**src/rtl/pipelined_array_divider.sv**
```systemverilog
// Unsigned restoring array divider with a fixed-latency pipeline.
// The quotient is resolved MSB-first, QUOTIENT_PER_STAGE bits per
// combinational stage. A register sits between consecutive stages, so the
// result of an accepted operation appears PIPELINE_DEPTH-1 enabled edges later.
// Handshake: data_valid_i qualifies the operands on a cycle with clk_en_i=1.
// data_valid_o qualifies the outputs. There is no backpressure, and results
// leave in issue order.
module pipelined_array_divider #(
   parameter int DATA_WIDTH     = 16,
   parameter int PIPELINE_DEPTH = 4
) (
   input  logic                  clk_i,
   input  logic                  rst_n_i,
   input  logic                  clk_en_i,
   input  logic [DATA_WIDTH-1:0] dividend_i,
   input  logic [DATA_WIDTH-1:0] divisor_i,
   input  logic                  data_valid_i,
   output logic [DATA_WIDTH-1:0] quotient_o,
   output logic [DATA_WIDTH-1:0] remainder_o,
   output logic                  divide_by_zero_o,
   output logic                  data_valid_o
);

   localparam int QUOTIENT_PER_STAGE = DATA_WIDTH / PIPELINE_DEPTH;
   localparam int REM_WIDTH          = DATA_WIDTH + 1;
   localparam int NUM_REGS           = PIPELINE_DEPTH - 1;

   // Everything one stage hands to the next.
   // dvd holds the dividend bits that have not been consumed yet, left-aligned.
   typedef struct packed {
      logic [REM_WIDTH-1:0]  rem;
      logic [DATA_WIDTH-1:0] dvd;
      logic [DATA_WIDTH-1:0] dsr;
      logic [DATA_WIDTH-1:0] quo;
      logic                  dz;
   } stage_t;

   // One stage of the restoring algorithm: QUOTIENT_PER_STAGE shift/trial-subtract steps.
   // rem is always below max(divisor, 2^DATA_WIDTH). Because of that, the top bit
   // of the DATA_WIDTH+1 bit difference is exactly the borrow. With divisor 0, a
   // borrow never occurs, so the quotient becomes all ones and the remainder
   // collects the dividend.
   function automatic stage_t f_divide_stage(input stage_t s);
      stage_t               t;
      logic [REM_WIDTH-1:0] sh;
      logic [REM_WIDTH-1:0] diff;
      logic                 borrow;
      t = s;
      for (int i = 0; i < QUOTIENT_PER_STAGE; i++) begin
         sh     = {t.rem[REM_WIDTH-2:0], t.dvd[DATA_WIDTH-1]};
         t.dvd  = t.dvd << 1;
         diff   = sh - {1'b0, t.dsr};
         borrow = diff[REM_WIDTH-1];
         t.quo  = {t.quo[DATA_WIDTH-2:0], ~borrow};
         t.rem  = borrow ? sh : diff;
      end
      return t;
   endfunction

   stage_t              w_stage_in  [PIPELINE_DEPTH];
   stage_t              w_stage_out [PIPELINE_DEPTH];
   stage_t              r_pipe      [NUM_REGS];
   logic [NUM_REGS-1:0] r_valid;
   stage_t              w_last;
   logic                w_unused_final;

   assign w_stage_in[0] = '{rem: '0, dvd: dividend_i, dsr: divisor_i, quo: '0,
                            dz: (divisor_i == '0)};

   for (genvar k = 0; k < PIPELINE_DEPTH; k++) begin : g_stage
      assign w_stage_out[k] = f_divide_stage(w_stage_in[k]);
   end

   for (genvar k = 1; k < PIPELINE_DEPTH; k++) begin : g_link
      assign w_stage_in[k] = r_pipe[k-1];
   end

   // Stage registers and the valid shift chain: reset clears all, clk_en_i=0 holds all.
   always_ff @(posedge clk_i) begin
      if (!rst_n_i) begin
         for (int k = 0; k < NUM_REGS; k++) begin
            r_pipe[k] <= '0;
         end
         r_valid <= '0;
      end else if (clk_en_i) begin
         for (int k = 0; k < NUM_REGS; k++) begin
            r_pipe[k] <= w_stage_out[k];
         end
         r_valid <= (r_valid << 1) | NUM_REGS'(data_valid_i);
      end
   end

   assign w_last = w_stage_out[PIPELINE_DEPTH-1];

   // After the final stage, the remainder top bit, the consumed dividend and the
   // divisor carry no information.
   assign w_unused_final = ^{w_last.rem[DATA_WIDTH], w_last.dvd, w_last.dsr};

   // Final stage drives the outputs, gated to 0 when no valid result is present.
   always_comb begin
      quotient_o       = '0;
      remainder_o      = '0;
      divide_by_zero_o = 1'b0;
      data_valid_o     = r_valid[NUM_REGS-1];
      if (r_valid[NUM_REGS-1]) begin
         quotient_o       = w_last.quo;
         remainder_o      = w_last.rem[DATA_WIDTH-1:0];
         divide_by_zero_o = w_last.dz;
      end
   end

endmodule

```
**config.mk**
```make
export PLATFORM = sky130hd
export DESIGN_NAME = pipelined_array_divider
export DESIGN_NICKNAME = d
export VERILOG_FILES = /design/src/rtl/pipelined_array_divider.sv
export SDC_FILE = /design/constraint.sdc
export NUM_CORES = 1
export LEC_CHECK = 0
export BUFFER_PORTS_ARGS = -buffer_cell sky130_fd_sc_hd__buf_2
export CAP_MARGIN = 5
export CORE_MARGIN = 2
export CORE_UTILIZATION = 65
export CTS_CLUSTER_DIAMETER = 40
export DETAILED_ROUTE_END_ITERATION = 10
export HOLD_SLACK_MARGIN = 0.02
export PLACE_DENSITY = 0.83
export REMOVE_ABC_BUFFERS = 1
export SETUP_SLACK_MARGIN = 0.02
export SYNTH_ARGS = -nofsm -noshare
export SYNTH_HDL_FRONTEND = slang
export SYNTH_SLANG_ARGS = --single-unit
```
**constraint.sdc**
```tcl
create_clock -name clk_i -period 16 [get_ports clk_i]
set_input_delay 0 -clock clk_i [delete_from_list [all_inputs] [get_ports clk_i]]
set_output_delay 0 -clock clk_i [all_outputs]
set_load 0.01 [all_outputs]
```
==> Implementation_results.wiki <==
{| class="wikitable"
! Metric !! Value
|-
| Result of the run || completed
|-
| Min-delay worst type || input port to register
|-
| Delay-heaviest family, CP || compound AO/OA/AOI/OAI gates
|-
| Post-synth ARST share || 0%
|-
| Synth Area per Inst || 8.38 sq um
|-
| Critical path required time || ~16 ns
|-
| Number of flip-flops and latches in the synthesized netlist || 150
|-
| Critical Setup Path Class || register to output port
|-
| Yosys warning count || 0
|-
| Total of endpoints with negative setup slack in the final report || 0
|-
| Transition time at the pin with the least slew margin || roughly 1.1 ns
|-
| Total routing resource utilization after global routing || 29.4%
|-
| Average wire per cell in the routed design || about 17 microns
|-
| Placement Rows || 62
|-
| Cell area after layout || 20,900 sq um
|-
| Num Clock Sinks || 150
|-
| Ports placed on the boundary || 70
|-
| Biggest area consumer among synthesized cells || sky130_fd_sc_hd__edfxtp_1
|-
| Worst-path cell with the longest stage delay || sky130_fd_sc_hd__xor2_4
|-
| Synth unique cells || 89
|-
| Endpoint, Worst Hold || r_pipe[0][28]$_SDFFCE_PN0P_
|-
| Clock tree from TritonCTS || yes
|-
| Portion of synthesized cell area occupied by the leading cell type || between 20% and 30%
|-
| Shortest clock period the worst path allows after layout || ~14 ns
|-
| Cell Area, Synth || 19,200 sq um
|-
| Vias per std cell || just over 6
|-
| Register clock-pin slew on the reported worst setup and hold paths || around 0.080 ns
|-
| Setup tns final || 0 ns
|-
| Drt initial violations || ~1,100
|-
| Final worst slack || between 2 and 2.5 ns
|-
| Worst EP arrival || ~14 ns
|-
| Number of remaining DRC errors || 0
|-
| Most instantiated library cell after synthesis || sky130_fd_sc_hd__ha_1
|-
| Layout overhead on the synthesized area || 8.61%
|-
| Layout cell share with drive strength beyond 1 || 9.96%
|-
| Gpl congestion || slightly above 0.9
|-
| Number of max-capacitance violations reported || 0
|-
| RSZ-0062 raised after global routing || false
|-
| Max incr delay on CP || between 0.6 and 0.7 ns
|-
| Resized cells post-CTS || 0
|-
| Period utilization || a little over four fifths
|-
| Cell type with the highest occurrence count on the critical path || sky130_fd_sc_hd__a21oi_1
|-
| Number of antenna cells inserted || 0
|-
| Number of routed nets with antenna violations || 0
|-
| Number of buffer cells added on primary ports || just under 70
|-
| Hold Worst Slack || 0.0308 ns
|-
| Worst slew margin relative to its limit || between 20% and 30%
|-
| Filler Cells Inserted || between 2,000 and 2,500
|-
| Number of cell instances on the worst register-to-register path || 48
|-
| Clock tree root buffer cell || sky130_fd_sc_hd__clkbuf_16
|-
| Max-slew violation total from the final report || 0
|-
| Cell types with the largest area share after synthesis || sky130_fd_sc_hd__edfxtp_1 (23%), sky130_fd_sc_hd__ha_1 (16%), sky130_fd_sc_hd__xnor2_1 (5.7%)
|-
| Critical Path Source Type || register
|-
| Detailed-placement wirelength estimate || around 35 mm
|-
| Top cells by count, synth || sky130_fd_sc_hd__ha_1 (242), sky130_fd_sc_hd__nor2_1 (213), sky130_fd_sc_hd__nand2_1 (171)
|-
| Hold path cells || 3
|-
| Endpoint of the worst-slack reg-to-reg timing path || r_pipe[0][113]$_SDFFCE_PN0P_
|-
| CTS H-tree lvls || 4
|-
| Number of setup buffers added after CTS || 0
|-
| First-pass GRT wire length || ~76 mm
|-
| Top achievable clock speed || between 0.07 and 0.08 GHz
|-
| Core Footprint || 28,900 sq um
|-
| Most used DFF post-synth || sky130_fd_sc_hd__edfxtp_1
|-
| Setup Skew || 0.0178 ns
|-
| Vertical die dimension || around 180 microns
|-
| DP Area || 19,900 sq um
|-
| Initial antenna violation count || 0
|-
| Clock buffer count from CTS || 17
|-
| Hold violation total from the final report || 0
|-
| Clock latency reported for the late side of the worst-skew pair || between 0.4 and 0.5 ns
|-
| Post-Place Worst Slack || about 3.2 ns
|-
| Worst reg2reg path startpoint || r_pipe[0][18]$_SDFFCE_PN0P_
|-
| Overall via count from detail_route || about 17,000
|-
| Launch point of the worst hold path || divisor_i[11]
|-
| Number of enable flip-flop cells after synthesis || approximately 150
|-
| Die Span X || ~180 microns
|-
| Starting utilization of the core area || about two thirds
|-
| Sum of buffers and inverters on the critical path || 4
|-
| Congestion Overflow GR || 0
|-
| Maximum clock insertion buffer count || 2
|-
| Detailed-route wire length || 45.7 mm
|-
| Pin count of the biggest net entering global routing || 89
|-
| CP Capture Type || output port
|-
| Detailed-router iteration count before antenna repair || 6
|-
| Vias in the first global route || around 16,000
|-
| Final #Nets || roughly 2,700
|-
| Critical path fanouts, max || 22
|-
| Share of synthesized area occupied by flip-flops and latches || a little under a quarter
|-
| Die area || 30,900 sq um
|-
| Cell count after synthesis || ~2,300
|-
| FF-to-FF setup slack || roughly 2.7 ns
|}
worst max path at each step:
stage	to	depth (start not counted)	from	slack (ns)
after floorplan	r_pipe[0][113]$_SDFFCE_PN0P_	46	r_pipe[0][18]$_SDFFCE_PN0P_	3.29
final	remainder_o[3]	48	r_pipe[0][168]$_SDFFCE_PN0P_	2.42
after global routing	remainder_o[2]	46	r_pipe[0][142]$_SDFFCE_PN0P_	1.50
after CTS	remainder_o[3]	46	r_pipe[0][142]$_SDFFCE_PN0P_	2.70
after global placement	r_pipe[0][113]$_SDFFCE_PN0P_	48	r_pipe[0][18]$_SDFFCE_PN0P_	3.29
after detailed placement	r_pipe[0][113]$_SDFFCE_PN0P_	48	r_pipe[0][18]$_SDFFCE_PN0P_	3.18
layout make-up:
class,count,area [sq um],area share (%)
timing repair buffer,112,746,3.58
multi-input combinational,1918,13900,66.6
tap,384,480,2.30
clock inverter,15,200,0.960
inverter,168,631,3.02
clock buffer,17,425,2.04
sequential,150,4470,21.5
placed cells by master (no fill, tap or decap), drive strengths merged, types with 17 or more instances in the layout:
master       instances
ha                 242
nor2               214
inv                176
nand2              171
a21oi              167
o21ai              163
edfxtp             147
xnor2              126
mux2               100
buf                 84
nand3               81
and3                59
nor3                52
xor2                49
nor2b               43
mux2i               42
a21o                38
and2                38
nand2b              31
o21a                30
dlygate4sd3         28
a211oi              27
or3                 25
clkbuf              17
metrics by stage:
stage	instances	util, %
3_3_place_gp	2703	68.9
6_report	2764	72.1
3_5_place_dp	2703	68.9
5_1_grt	2764	72.1
2_1_floorplan	2236	-
4_1_cts	2763	72.0
per-layer routing:
layer / routed length, microns / vias up / GRT usage, %
met4: 587 / 0 / 7.27
li1: - / 8509 / -
met5: 0 / - / 0
met2: 21400 / 453 / 49.5
met3: 2150 / 51 / 3.72
met1: 21600 / 8045 / 40.1
logic make-up after synthesis:
group	Yosys count	synth area share, %
adders and majority gates	258	17.4
muxes	142	8.12
DFF	150	23.3
and+or+nand+nor	763	19.4
xor gates and xnor gates	175	8.16
buffers and inverters	230	4.61
other	1	0.0195
AOI/OAI and AO/OA	573	19.1
tightest hold or removal path, delay by kind of cell:
kind,cells,cell delay (ns)
buffers and inverters,2,0.18
and+or+nand+nor,1,0.16
timing repair:
action | in CTS | in global routing
endpoints found under the setup margin | 0 | 0
hold endpoints to repair | 28 | 0
hold buffers | 28 | 0
flip-flops by register name (all words and copies together) (netlist names):
name     flops
r_valid      3
r_pipe     147
Power is left out: the tool's default activity adds up to more than one toggle a clock period on the data nets, which glitch-free logic cannot reach.
